[config.mk]
export PLATFORM = sky130hd
export DESIGN_NAME = divider_iter_flat
export DESIGN_NICKNAME = d
export VERILOG_FILES = /design/src/rtl/divider_iter_pkg.sv /design/src/rtl/divider_iter_if.sv /design/src/rtl/divider_iter_div_step.sv /design/src/rtl/divider_iter.sv /design/src/flat_wrapper.sv
export SDC_FILE = /design/constraint.sdc
export NUM_CORES = 1
export LEC_CHECK = 0
export ABC_CLOCK_PERIOD_IN_PS = 13100
export CELL_PAD_IN_SITES_DETAIL_PLACEMENT = 1
export CELL_PAD_IN_SITES_GLOBAL_PLACEMENT = 1
export CORE_ASPECT_RATIO = 0.6
export CORE_MARGIN = 2
export CORE_UTILIZATION = 42
export DETAILED_ROUTE_END_ITERATION = 16
export DONT_BUFFER_PORTS = 1
export PLACE_DENSITY_LB_ADDON = 0.3
export SLEW_MARGIN = 20
export SYNTH_ARGS = -nofsm -noshare
export SYNTH_HDL_FRONTEND = slang
export SYNTH_HIERARCHICAL = 1
export SYNTH_SLANG_ARGS = --single-unit
[constraint.sdc]
create_clock -name clk -period 13.1 [get_ports clk]
set_input_delay 2.62 -clock clk [delete_from_list [all_inputs] [get_ports clk]]
set_output_delay 2.62 -clock clk [all_outputs]
set_load 0.01 [all_outputs]
[src/rtl/divider_iter_pkg.sv]
// Shared definitions for the iterative divider: default width, counter width and FSM states.
package divider_iter_pkg;

    localparam int DIV_WIDTH = 32;
    localparam int DIV_CNT_W = $clog2(DIV_WIDTH) + 1;

    typedef enum logic [1:0] {
        DIV_IDLE,
        DIV_BUSY,
        DIV_DONE
    } div_state_t;

endpackage

[src/rtl/divider_iter_if.sv]
// Request/response bundle between the execute stage (master) and the divider (slave).
import divider_iter_pkg::*;

interface divider_iter_if #(parameter int WIDTH = DIV_WIDTH);

    logic             in_valid;
    logic             sign;
    logic [WIDTH-1:0] srca;
    logic [WIDTH-1:0] srcb;
    logic             out_valid;
    logic [WIDTH-1:0] hi;
    logic [WIDTH-1:0] lo;

    modport master (
        output in_valid, sign, srca, srcb,
        input  out_valid, hi, lo
    );

    modport slave (
        input  in_valid, sign, srca, srcb,
        output out_valid, hi, lo
    );

endinterface

[src/rtl/divider_iter_div_step.sv]
// One restoring division iteration: shift {rem, quo} left, trial-subtract, restore on borrow.
import divider_iter_pkg::*;

module div_step #(
    parameter int WIDTH = DIV_WIDTH
) (
    input  logic [WIDTH-1:0] rem,
    input  logic [WIDTH-1:0] quo,
    input  logic [WIDTH-1:0] divisor,
    output logic [WIDTH-1:0] rem_next,
    output logic [WIDTH-1:0] quo_next
);

    logic [WIDTH:0]   shifted;
    logic             fits;
    logic [WIDTH-1:0] trial;

    // When the subtraction fits, its result is below the divisor, so WIDTH bits hold it.
    always_comb begin
        shifted  = {rem, quo[WIDTH-1]};
        fits     = shifted >= {1'b0, divisor};
        trial    = shifted[WIDTH-1:0] - divisor;
        rem_next = fits ? trial : shifted[WIDTH-1:0];
        quo_next = {quo[WIDTH-2:0], fits};
    end

endmodule

[src/rtl/divider_iter.sv]
// Multi-cycle radix-2 restoring divider: signed/unsigned quotient on lo, remainder on hi.
import divider_iter_pkg::*;

module divider_iter #(
    parameter int WIDTH = DIV_WIDTH
) (
    input  logic           clk,
    input  logic           rst,
    divider_iter_if.slave  bus
);

    localparam logic [DIV_CNT_W-1:0] LAST_STEP = DIV_CNT_W'(WIDTH - 1);

    div_state_t           state_q, state_d;
    logic [DIV_CNT_W-1:0] cnt_q, cnt_d;
    logic [WIDTH-1:0]     rem_q, rem_d;
    logic [WIDTH-1:0]     quo_q, quo_d;
    logic [WIDTH-1:0]     dvs_q, dvs_d;
    logic                 neg_a_q, neg_a_d;
    logic                 neg_b_q, neg_b_d;
    logic [WIDTH-1:0]     hi_q, hi_d;
    logic [WIDTH-1:0]     lo_q, lo_d;

    logic [WIDTH-1:0]     rem_step;
    logic [WIDTH-1:0]     quo_step;

    div_step #(.WIDTH(WIDTH)) u_step (
        .rem      (rem_q),
        .quo      (quo_q),
        .divisor  (dvs_q),
        .rem_next (rem_step),
        .quo_next (quo_step)
    );

    always_comb begin
        state_d = state_q;
        cnt_d   = cnt_q;
        rem_d   = rem_q;
        quo_d   = quo_q;
        dvs_d   = dvs_q;
        neg_a_d = neg_a_q;
        neg_b_d = neg_b_q;
        hi_d    = hi_q;
        lo_d    = lo_q;

        case (state_q)
            DIV_IDLE: begin
                if (bus.in_valid) begin
                    // Sign flags are only set for DIV, so DIVU operands pass through unchanged.
                    neg_a_d = bus.sign & bus.srca[WIDTH-1];
                    neg_b_d = bus.sign & bus.srcb[WIDTH-1];
                    quo_d   = neg_a_d ? -bus.srca : bus.srca;
                    dvs_d   = neg_b_d ? -bus.srcb : bus.srcb;
                    rem_d   = '0;
                    cnt_d   = '0;
                    state_d = DIV_BUSY;
                end
            end
            DIV_BUSY: begin
                rem_d = rem_step;
                quo_d = quo_step;
                cnt_d = cnt_q + 1'b1;
                if (cnt_q == LAST_STEP) begin
                    state_d = DIV_DONE;
                    // A zero divisor keeps the all-ones quotient; the remainder fix restores srca.
                    lo_d = ((neg_a_q ^ neg_b_q) && (dvs_q != '0)) ? -quo_step : quo_step;
                    hi_d = neg_a_q ? -rem_step : rem_step;
                end
            end
            DIV_DONE: begin
                state_d = DIV_IDLE;
            end
            default: begin
                state_d = DIV_IDLE;
            end
        endcase
    end

    always_ff @(posedge clk) begin
        if (rst) begin
            state_q <= DIV_IDLE;
            cnt_q   <= '0;
            rem_q   <= '0;
            quo_q   <= '0;
            dvs_q   <= '0;
            neg_a_q <= 1'b0;
            neg_b_q <= 1'b0;
            hi_q    <= '0;
            lo_q    <= '0;
        end else begin
            state_q <= state_d;
            cnt_q   <= cnt_d;
            rem_q   <= rem_d;
            quo_q   <= quo_d;
            dvs_q   <= dvs_d;
            neg_a_q <= neg_a_d;
            neg_b_q <= neg_b_d;
            hi_q    <= hi_d;
            lo_q    <= lo_d;
        end
    end

    assign bus.out_valid = (state_q == DIV_DONE);
    assign bus.hi        = hi_q;
    assign bus.lo        = lo_q;

endmodule

[src/flat_wrapper.sv]
// flat-port wrapper written by rule: the top's interface ports become plain ports
module divider_iter_flat 
#(
    parameter int WIDTH = DIV_WIDTH
)
  (clk, rst, bus_in_valid, bus_sign, bus_srca, bus_srcb, bus_out_valid, bus_hi, bus_lo);
  divider_iter_if #(.WIDTH(WIDTH)) bus_i ();
  input  logic clk;
  input  logic rst;
  input wire logic [$bits(bus_i.in_valid)-1:0] bus_in_valid;
  input wire logic [$bits(bus_i.sign)-1:0] bus_sign;
  input wire logic [$bits(bus_i.srca)-1:0] bus_srca;
  input wire logic [$bits(bus_i.srcb)-1:0] bus_srcb;
  output wire logic [$bits(bus_i.out_valid)-1:0] bus_out_valid;
  output wire logic [$bits(bus_i.hi)-1:0] bus_hi;
  output wire logic [$bits(bus_i.lo)-1:0] bus_lo;
  assign bus_i.in_valid = bus_in_valid;
  assign bus_i.sign = bus_sign;
  assign bus_i.srca = bus_srca;
  assign bus_i.srcb = bus_srcb;
  assign bus_out_valid = bus_i.out_valid;
  assign bus_hi = bus_i.hi;
  assign bus_lo = bus_i.lo;
  divider_iter #(.WIDTH(WIDTH)) u_core (.clk(clk), .rst(rst), .bus(bus_i));
endmodule
==> results of run 1 <==
## state kept, by name (all words and copies together) (netlist names)
signal,flops
u_core/bus.hi,32
u_core/bus.lo,32
u_core/cnt_q,6
u_core/dvs_q,32
u_core/neg_a_q,1
u_core/neg_b_q,1
u_core/quo_q,32
u_core/rem_q,32
u_core/state_q,2
## final timing paths
check | end | depth (start not counted)
setup / recovery | u_core/bus.hi[22] | 14
hold / removal | u_core/neg_b_q | 2
setup reg to reg | u_core/bus.hi[22] | 14
hold reg to reg | u_core/neg_b_q | 2
## cell usage in the layout, fill, tap and decap left out, types with 8 or more instances in the layout
cell / count
dfxtp_1: 170
nor2_1: 168
a21oi_1: 127
nand2_1: 97
a211oi_1: 64
inv_1: 60
o21ai_0: 58
xnor2_1: 55
nand3_1: 55
or3_1: 50
xor2_1: 48
ha_1: 37
a31oi_1: 34
nor3_1: 33
nor4_1: 30
nand4_1: 23
a311oi_1: 22
and3_1: 19
o22ai_1: 19
a22oi_1: 18
clkbuf_16: 17
or4_1: 17
buf_4: 15
a21o_1: 14
o41ai_1: 12
o31ai_1: 12
o21bai_1: 12
nor2b_1: 8
nand2b_1: 8
o21a_1: 8
## kinds of logic after synthesis
kind of cell / after synthesis / share of synthesized area
muxes: 19 / 0.0176
buffers and inverters: 200 / 0.0797
adders and majority gates: 38 / 0.0415
xor gates and xnor gates: 103 / 0.0775
DFF: 170 / 0.292
AOI/OAI and AO/OA: 446 / 0.253
and+or+nand+nor: 547 / 0.238
## layout make-up
class / instances / area (um2)
timing repair buffer: 15 / 113
sequential: 170 / 3400
clock buffer: 22 / 464
antenna: 1 / 2.50
inverter: 60 / 225
multi-input combinational: 1153 / 7330
tap: 367 / 459
clock inverter: 10 / 143
fill: 3383 / 15300
## per-stage QoR
stage,util,area (um2),hold WS [ns]
2_1_floorplan,-,11600,0.437
5_1_grt,0.443,12100,0.484
4_1_cts,0.443,12100,0.472
6_report,0.443,12100,0.477
3_5_place_dp,0.421,11500,0.465
3_3_place_gp,0.421,11500,0.456
## critical path: stages, from the launching register on
cell and delay [ns]:
dfxtp_1 0.36, inv_1 0.06, ha_1 0.44, nand3_2 0.16, or4_1 0.59, o31a_1 0.33
o21a_1 0.25, o41ai_4 0.07, buf_4 0.58, mux2_2 0.46, or4_1 0.58, nor3_1 0.83
a31oi_1 0.23, xnor2_1 0.18, a211oi_1 0.26
## where the power goes
part           switching (mW)  internal [mW]
clock                   0.221          0.311
sequential             0.0481          0.554
combinational            1.16          0.572
total                    1.43           1.44
## metal layers
layer  part of all wire  track usage
met3               0.10       0.0954
met2               0.38        0.368
met4             0.0068       0.0514
met1               0.52        0.454
met5                  0            0
==> impl_metrics.env, run 1 <==
export IMPL_drc_errors=0
export IMPL_gp_congestion=0.951
export IMPL_min_from="u_core/neg_b_q"
export IMPL_power_leakage_nw=4.25
export IMPL_drt_total_wl_mm=41.8
export IMPL_outcome="finished, final reports clean"
export IMPL_synth_area_leaders="dfxtp_1, a21oi_1, nor2_1, xnor2_1, a211oi_1"
export IMPL_fin_tns_setup_ns=0
export IMPL_io_buffers=0
export IMPL_grt_pass1_vias=10900
export IMPL_hold_buffers=0
export IMPL_rsz0062_at_grt="false"
export IMPL_r2r_start="u_core/dvs_q[11]"
export IMPL_grt_max_degree=179
export IMPL_hold_path_class="register to register"
export IMPL_required_ns=13.44
export IMPL_grt_pass1_wl_mm=64.9
export IMPL_p_total_mw=2.87
export IMPL_fin_ws_ns=7.63
export IMPL_crit_start="u_core/dvs_q[11]"
export IMPL_worst_setup_path_start_kind="register"
export IMPL_synth_top_area_share=0.292
export IMPL_max_slew_margin_rel=0.291
export IMPL_antenna_left=0
export IMPL_preCtsSetupSlack_ns=7.79
export IMPL_cts_tree="done"
export IMPL_path_clk_slew_ns=0.06
export IMPL_syn_cell_area_um2=11600
export IMPL_fin_cells=1798
export IMPL_htreeDepth=4
export IMPL_ir_worst_vdd_mv=0.148
export IMPL_max_clock_freq_mhz=183
export IMPL_vias_per_cell=6.30
export IMPL_rows=47
export IMPL_overflow=0
export IMPL_synth_edf_count=0
export IMPL_async_flop_share=0
export IMPL_cts_made_buffers=17
export IMPL_synth_top_area_cell="dfxtp_1"
export IMPL_initialDrtViolationCount=1033
export IMPL_yosysSeqAreaShare=0.292
export IMPL_post_place_cells=1765
export IMPL_worstSetupPathType="register to register"
export IMPL_synth_seq_cells=170
export IMPL_synth_ff_type="dfxtp_1"
export IMPL_core_um2=27400
export IMPL_wl_per_cell_um=23.3
export IMPL_yosysWarnings=6
export IMPL_hold_violations=0
export IMPL_slew_violations=0
export IMPL_setup_violations=0
export IMPL_synthTopCellsByCount="dfxtp_1, nor2_1, a21oi_1"
export IMPL_die_area_um2=29100
export IMPL_clk_path_buf_depth=2
export IMPL_cts_sinks=170
export IMPL_cts_setup_buffers=0
export IMPL_fp_dieH_um=133
export IMPL_worstPathArrival_ns=5.81
export IMPL_firstDrtPassIters=7
export IMPL_worst_pin_slew_ns=1.05
export IMPL_min_period_ns=5.47
export IMPL_area_growth_pct=4.30
export IMPL_synth_cell_types=74
export IMPL_worstSetupEndpointType="register"
export IMPL_io_pins=133
export IMPL_synthesis_instances=1523
export IMPL_post_route_period_util=0.417
export IMPL_maxCapViolations=0
export IMPL_power_density_nw_per_um2=236
export IMPL_track_usage=0.287
export IMPL_initial_core_util=0.425
export IMPL_drive_gt1_frac=0.0552
export IMPL_dp_hpwl_mm=30.4
export IMPL_post_cts_resized=0
export IMPL_worst_r2r_setup_slack_ns=7.63
export IMPL_nNetsFinal=1523
export IMPL_antenna_found_initial=1
export IMPL_synth_nets=1629
export IMPL_synth_most_common_cell="dfxtp_1"
export IMPL_cp_max_fo=57
export IMPL_root_buffer="clkbuf_16"
export IMPL_fin_skew_ns=0.0111
export IMPL_clk_latency_ns=0.44
export IMPL_vias=11300
export IMPL_syn_area_per_cell_um2=7.64
export IMPL_die_x_um=219
Note: power is estimated with default switching activity, not from simulation.
==> inputs of run 2 (changes only) <==
--- a/config.mk
+++ b/config.mk
@@ -5,7 +5,7 @@
 export SDC_FILE = /design/constraint.sdc
 export NUM_CORES = 1
 export LEC_CHECK = 0
-export ABC_CLOCK_PERIOD_IN_PS = 13100
+export ABC_CLOCK_PERIOD_IN_PS = 5200
 export CELL_PAD_IN_SITES_DETAIL_PLACEMENT = 1
 export CELL_PAD_IN_SITES_GLOBAL_PLACEMENT = 1
 export CORE_ASPECT_RATIO = 0.6
==> constraint.sdc (replaced) <==
create_clock -name clk -period 5.2 [get_ports clk]
set_input_delay 1.04 -clock clk [delete_from_list [all_inputs] [get_ports clk]]
set_output_delay 1.04 -clock clk [all_outputs]
set_load 0.01 [all_outputs]
==> impl_metrics.env, run 2 (synthesis gave the netlist of run 1 again) <==
export IMPL_antenna_left=0
export IMPL_min_period_ns=4.87
export IMPL_worstSetupEndpointType="register"
export IMPL_cp_slowest_cell="dfxtp_1"
export IMPL_cp_cell_sequence="inv_1 > ha_1 > nor2b_1 > o31a_1 > o2111ai_1 > nand3_1 > a221oi_2 > o41ai_4 > buf_4 > mux2_2 > nor4_1 > nand4_1 > o41ai_1 > xor2_1 > a211oi_1"
export IMPL_track_usage=0.290
export IMPL_antenna_found_initial=0
export IMPL_internal_power_mw=3.64
export IMPL_setup_violations=0
export IMPL_grt_pass1_vias=10700
export IMPL_initial_core_util=0.425
export IMPL_nNetsFinal=1532
export IMPL_min_to="u_core/rem_q[29]"
export IMPL_hold_violations=0
export IMPL_drt_total_wl_mm=42.4
export IMPL_rsz0062_at_grt="false"
export IMPL_slew_violations=0
export IMPL_fp_dieH_um=133
export IMPL_die_area_um2=29100
export IMPL_min_path_cells=2
export IMPL_cts_setup_buffers=0
export IMPL_max_clock_freq_mhz=206
export IMPL_io_buffers=0
export IMPL_worstPathArrival_ns=5.22
export IMPL_core_um2=27400
export IMPL_io_pins=133
export IMPL_max_slew_margin_rel=0.381
export IMPL_die_x_um=219
export IMPL_worst_r2r_setup_slack_ns=0.33
export IMPL_initialDrtViolationCount=1106
export IMPL_post_route_period_util=0.936
export IMPL_n_antenna_cell=0
export IMPL_cts_tree="done"
export IMPL_required_ns=5.55
export IMPL_power_density_nw_per_um2=602
export IMPL_outcome="finished, final reports clean"
export IMPL_dp_hpwl_mm=31.3
export IMPL_reg2reg_depth=15
export IMPL_reg2reg_to="u_core/bus.hi[21]"
export IMPL_r2r_start="u_core/dvs_q[1]"
export IMPL_area_growth_pct=4.58
export IMPL_n_fill_cell=3382
export IMPL_maxCapViolations=0
export IMPL_path_clk_slew_ns=0.07
export IMPL_root_buffer="clkbuf_16"
export IMPL_vias=11400
export IMPL_worstSetupPathType="register to register"
export IMPL_vias_per_cell=6.32
export IMPL_fin_skew_ns=0.0112
export IMPL_power_leakage_nw=4.27
export IMPL_switchingPower_mw=3.69
export IMPL_multi_input_area_um2=7340
export IMPL_power_frac_comb=0.618
export IMPL_regArea_um2=3400
export IMPL_clk_path_buf_depth=2
export IMPL_htreeDepth=4
export IMPL_overflow=0
export IMPL_max_stage_delay_ns=0.52
export IMPL_cts_made_buffers=17
export IMPL_drc_errors=0
export IMPL_layout_common_cells="dfxtp_1, nor2_1, a21oi_1"
export IMPL_wl_per_cell_um=23.5
export IMPL_layout_commonest_cell="dfxtp_1"
export IMPL_worst_setup_path_start_kind="register"
export IMPL_cts_sinks=170
export IMPL_fin_tns_setup_ns=0
export IMPL_grt_pass1_wl_mm=64.9
export IMPL_fin_util=0.444
export IMPL_firstDrtPassIters=8
export IMPL_ir_worst_vdd_mv=0.528
export IMPL_drive_gt1_frac=0.0618
export IMPL_worst_pin_slew_ns=0.929
export IMPL_cp_max_fo=31
export IMPL_min_from="u_core/rem_q[29]"
export IMPL_gp_congestion=0.914
export IMPL_power_share_clock=0.173
export IMPL_rows=47
export IMPL_power_frac_seq=0.209
export IMPL_hold_path_class="register to register"
export IMPL_grt_max_degree=179
export IMPL_switching_share=0.503
export IMPL_p_total_mw=7.33
export IMPL_clk_latency_ns=0.45
## run 2: worst max-delay path: cells and delay by family (launching register included)
kind                       cells  cell delay (ns)
adders and majority gates      1             0.29
buffers and inverters          2             0.35
DFF                            1             0.52
xor gates and xnor gates       1             0.11
muxes                          1             0.37
AOI/OAI and AO/OA              6             1.91
and+or+nand+nor                4             1.21
## run 2: repair_timing
| action | 4_1_cts | 5_1_grt |
|---|---|---|
| setup endpoints to repair | 0 | 2 |
| endpoints found under the hold margin | 0 | 0 |
| gates resized for setup | 0 | 1 |
| hold buffers | 0 | 0 |
## run 2: how the worst max path moves through the flow
stage,to,from,slack (ns),cells past startpoint
after floorplan,u_core/bus.hi[31],u_core/dvs_q[11],0.92,16
after global placement,u_core/bus.hi[31],u_core/dvs_q[1],0.45,16
after detailed placement,u_core/bus.hi[31],u_core/dvs_q[1],0.33,16
after CTS,u_core/bus.hi[31],u_core/dvs_q[1],0.31,16
after global routing,u_core/bus.hi[21],u_core/dvs_q[1],0.06,16
final,u_core/bus.hi[21],u_core/dvs_q[1],0.33,15
## run 2: per-stage QoR
| step | hold slack (ns) | worst slack (ns) | cells | area [um2] |
|---|---|---|---|---|
| 6_report | 0.498 | 0.334 | 1806 | 12200 |
| 5_1_grt | 0.514 | 0.0615 | 1806 | 12200 |
| 4_1_cts | 0.494 | 0.315 | 1806 | 12200 |
| 3_5_place_dp | 0.485 | 0.334 | 1774 | 11600 |
| 3_3_place_gp | 0.469 | 0.453 | 1774 | 11600 |
| 2_1_floorplan | 0.437 | 0.916 | 1523 | 11600 |
## run 2: power by group through the flow
stage / sequential (mW) / combinational, mW / clock (mW)
floorplan: 1.47 / 3.20 / 0
global placement: 1.55 / 4.24 / 0
global route: 1.54 / 4.88 / 1.35
finish: 1.53 / 4.52 / 1.27
CTS: 1.52 / 4.38 / 1.29
detailed placement: 1.55 / 4.30 / 0
## run 2: per-layer routing
| layer | vias up | global-route usage | routed length (um) |
|---|---|---|---|
| met4 | 0 | 0.0492 | 352 |
| met1 | 5650 | 0.477 | 22200 |
| met3 | 29 | 0.0777 | 3960 |
| li1 | 5377 | - | - |
| met5 | - | 0 | 0 |
| met2 | 362 | 0.365 | 15900 |
## run 2: cell type report
class	count	share of cell area
Multi-Input combinational cell	1153	0.603
Sequential cell	170	0.280
Tap cell	367	0.0377
Clock buffer	20	0.0367
Inverter	60	0.0185
Timing Repair Buffer	24	0.0148
Clock inverter	12	0.00976
==> inputs of run 3 (changes only) <==
--- a/config.mk
+++ b/config.mk
@@ -5,6 +5,7 @@
 export SDC_FILE = /design/constraint.sdc
 export NUM_CORES = 1
 export LEC_CHECK = 0
+export ABC_AREA = 1
 export ABC_CLOCK_PERIOD_IN_PS = 5200
 export CELL_PAD_IN_SITES_DETAIL_PLACEMENT = 1
 export CELL_PAD_IN_SITES_GLOBAL_PLACEMENT = 1
@@ -13,7 +14,7 @@
 export CORE_UTILIZATION = 42
 export DETAILED_ROUTE_END_ITERATION = 16
 export DONT_BUFFER_PORTS = 1
-export PLACE_DENSITY_LB_ADDON = 0.3
+export PLACE_DENSITY_LB_ADDON = 0.25
 export SLEW_MARGIN = 20
 export SYNTH_ARGS = -nofsm -noshare
 export SYNTH_HDL_FRONTEND = slang
==> impl_metrics.env, run 3 <==
export IMPL_outcome="finished, final reports clean"
export IMPL_vias_per_cell=5.57
export IMPL_cts_setup_buffers=0
export IMPL_post_route_period_util=0.805
export IMPL_max_slew_margin_rel=0.279
export IMPL_rows=51
export IMPL_async_flop_share=0
export IMPL_clk_latency_ns=0.46
export IMPL_vias=15100
export IMPL_power_density_nw_per_um2=388
export IMPL_worstSetupPathType="register to register"
export IMPL_synth_edf_count=0
export IMPL_power_leakage_nw=7.15
export IMPL_place_area_um2=13600
export IMPL_muxShareOfSynthArea=0
export IMPL_drc_errors=0
export IMPL_min_period_ns=4.18
export IMPL_synth_fa_ha_area_frac=0.0354
export IMPL_post_cts_resized=0
export IMPL_cp_max_fo=31
export IMPL_grt_pass1_wl_mm=84.1
export IMPL_maxCapViolations=0
export IMPL_max_clock_freq_mhz=239
export IMPL_synth_top_area_cell="dfxtp_1"
export IMPL_hold_violations=0
export IMPL_core_um2=32200
export IMPL_post_route_cell_area_um2=14200
export IMPL_cts_made_buffers=17
export IMPL_area_growth_pct=4.03
export IMPL_required_ns=5.60
export IMPL_fin_skew_ns=0.0122
export IMPL_synthTopCellsByCount="nand2_1, inv_1, nor2_1"
export IMPL_clk_path_buf_depth=2
export IMPL_fin_tns_setup_ns=0
export IMPL_synth_area_leaders="dfxtp_1, nand2_1, inv_1, nand3_1, nor2_1"
export IMPL_slew_violations=0
export IMPL_root_buffer="clkbuf_16"
export IMPL_hold_buffers=0
export IMPL_synthesis_instances=2358
export IMPL_worst_setup_path_start_kind="register"
export IMPL_yosysSeqAreaShare=0.249
export IMPL_cts_sinks=170
export IMPL_synth_cell_types=47
export IMPL_synth_xor_area_frac=0.0372
export IMPL_cts_tree="done"
export IMPL_layout_common_cells="nand2_1, inv_1, nor2_1"
export IMPL_antenna_found_initial=2
export IMPL_dp_hpwl_mm=44.0
export IMPL_n_antenna_cell=0
export IMPL_gp_congestion=0.978
export IMPL_ir_worst_vdd_mv=0.276
export IMPL_layout_commonest_cell="nand2_1"
export IMPL_synth_ff_type="dfxtp_1"
export IMPL_grt_pass1_vias=14000
export IMPL_drt_total_wl_mm=55.6
export IMPL_worst_pin_slew_ns=1.08
export IMPL_htreeDepth=4
export IMPL_hold_slack_ns=0.488
export IMPL_synth_most_common_cell="nand2_1"
export IMPL_syn_cell_area_um2=13700
export IMPL_io_buffers=0
export IMPL_die_x_um=237
export IMPL_synth_nets=2464
export IMPL_rsz0062_at_grt="false"
export IMPL_grt_max_degree=85
export IMPL_setup_violations=0
export IMPL_fp_dieH_um=144
export IMPL_antenna_left=0
export IMPL_n_fill_cell=4489
export IMPL_synth_seq_cells=170
export IMPL_syn_area_per_cell_um2=5.79
export IMPL_die_area_um2=34000
export IMPL_hold_path_class="register to register"
export IMPL_synth_top_family_by_area="simple AND/OR/NAND/NOR gates"
export IMPL_path_clk_slew_ns=0.07
export IMPL_drive_gt1_frac=0.0398
export IMPL_firstDrtPassIters=5
export IMPL_yosysWarnings=6
export IMPL_initialDrtViolationCount=1466
export IMPL_overflow=0
export IMPL_synthSimpleGateAreaFrac=0.417
export IMPL_synth_compound_area_frac=0.118
export IMPL_track_usage=0.324
export IMPL_initial_core_util=0.424
export IMPL_io_pins=133
export IMPL_nNetsFinal=2381
export IMPL_synth_top_area_share=0.249
export IMPL_wl_per_cell_um=20.5
export IMPL_fin_util=0.441
export IMPL_worstPathArrival_ns=4.58
export IMPL_worstSetupEndpointType="register"
[run 3: cell types whose count changed after synthesis, sizes merged, moves of 34 or more]
cell    change
nor2       +75
inv       +286
a211oi     -61
clkbuf     -46
xnor2      -47
or3        -50
o21ai      +34
nand3     +187
nand2     +690
[run 3: critical path: stages (launching register included)]
cell      delay [ns]
dfxtp_1         0.35
inv_1           0.06
ha_1            0.37
nand2_2         0.15
inv_1           0.05
nand2_1         0.09
nand2_1         0.06
nand2_1         0.06
nand3_2         0.13
nand2_2         0.11
nand2_2         0.07
nand2_4         0.38
nand2_8         0.24
nand2_1         0.13
o21ai_0         0.16
inv_1           0.12
ha_1            0.20
nand3_1         0.18
o21ai_0         0.32
nand2_1         0.12
o21ai_0         0.51
o211ai_1        0.17
inv_1           0.08
[run 3: cell type report]
type | count | area (um2) | area share
multi-input combinational | 1727 | 8300 | 0.584
sequential | 170 | 3400 | 0.240
inverter | 347 | 1300 | 0.0917
tap | 424 | 531 | 0.0373
clock buffer | 21 | 450 | 0.0317
clock inverter | 11 | 136 | 0.00960
timing repair buffer | 12 | 90.1 | 0.00634
[run 3: cells by family (layout without fill, tap and decap cells)]
logic type	Yosys count	in the layout
xor gates and xnor gates	58	58
and+or+nand+nor	1340	1340
adders and majority gates	38	38
DFF	170	170
AOI/OAI and AO/OA	291	291
buffers and inverters	461	391
[run 3: per-stage QoR]
stage          setup WS, ns  total power, mW  cells
2_1_floorplan          2.28             3.35   2358
3_3_place_gp           1.31             4.03   2680
3_5_place_dp           1.15             4.09   2680
4_1_cts                1.13             5.43   2712
5_1_grt               0.668             5.85   2712
6_report               1.02             5.51   2712
[run 3: final timing paths]
kind / from / endpoint / slack [ns] / cells past startpoint
worst max-delay path: u_core/dvs_q[3] / u_core/bus.hi[8] / 1.02 / 22
worst min-delay path: u_core/cnt_q[4] / u_core/cnt_q[4] / 0.49 / 2
worst max register to register: u_core/dvs_q[3] / u_core/bus.hi[8] / 1.02 / 22
worst min register to register: u_core/cnt_q[4] / u_core/cnt_q[4] / 0.49 / 2
[run 3: routing by layer]
metal	routed length (um)	vias to the layer above	GRT usage
met5	29	-	0
met4	556	4	0.0583
met3	5640	34	0.0855
met2	20300	526	0.417
met1	29000	7300	0.521
li1	-	7238	-
[run 3: report_power, final]
part	internal (mW)	leakage, nW	switching [mW]	total (mW)
clock	0.729	0.284	0.599	1.33
combinational	0.729	5.48	1.98	2.71
sequential	1.37	1.38	0.0996	1.47
total	2.83	7.15	2.68	5.51
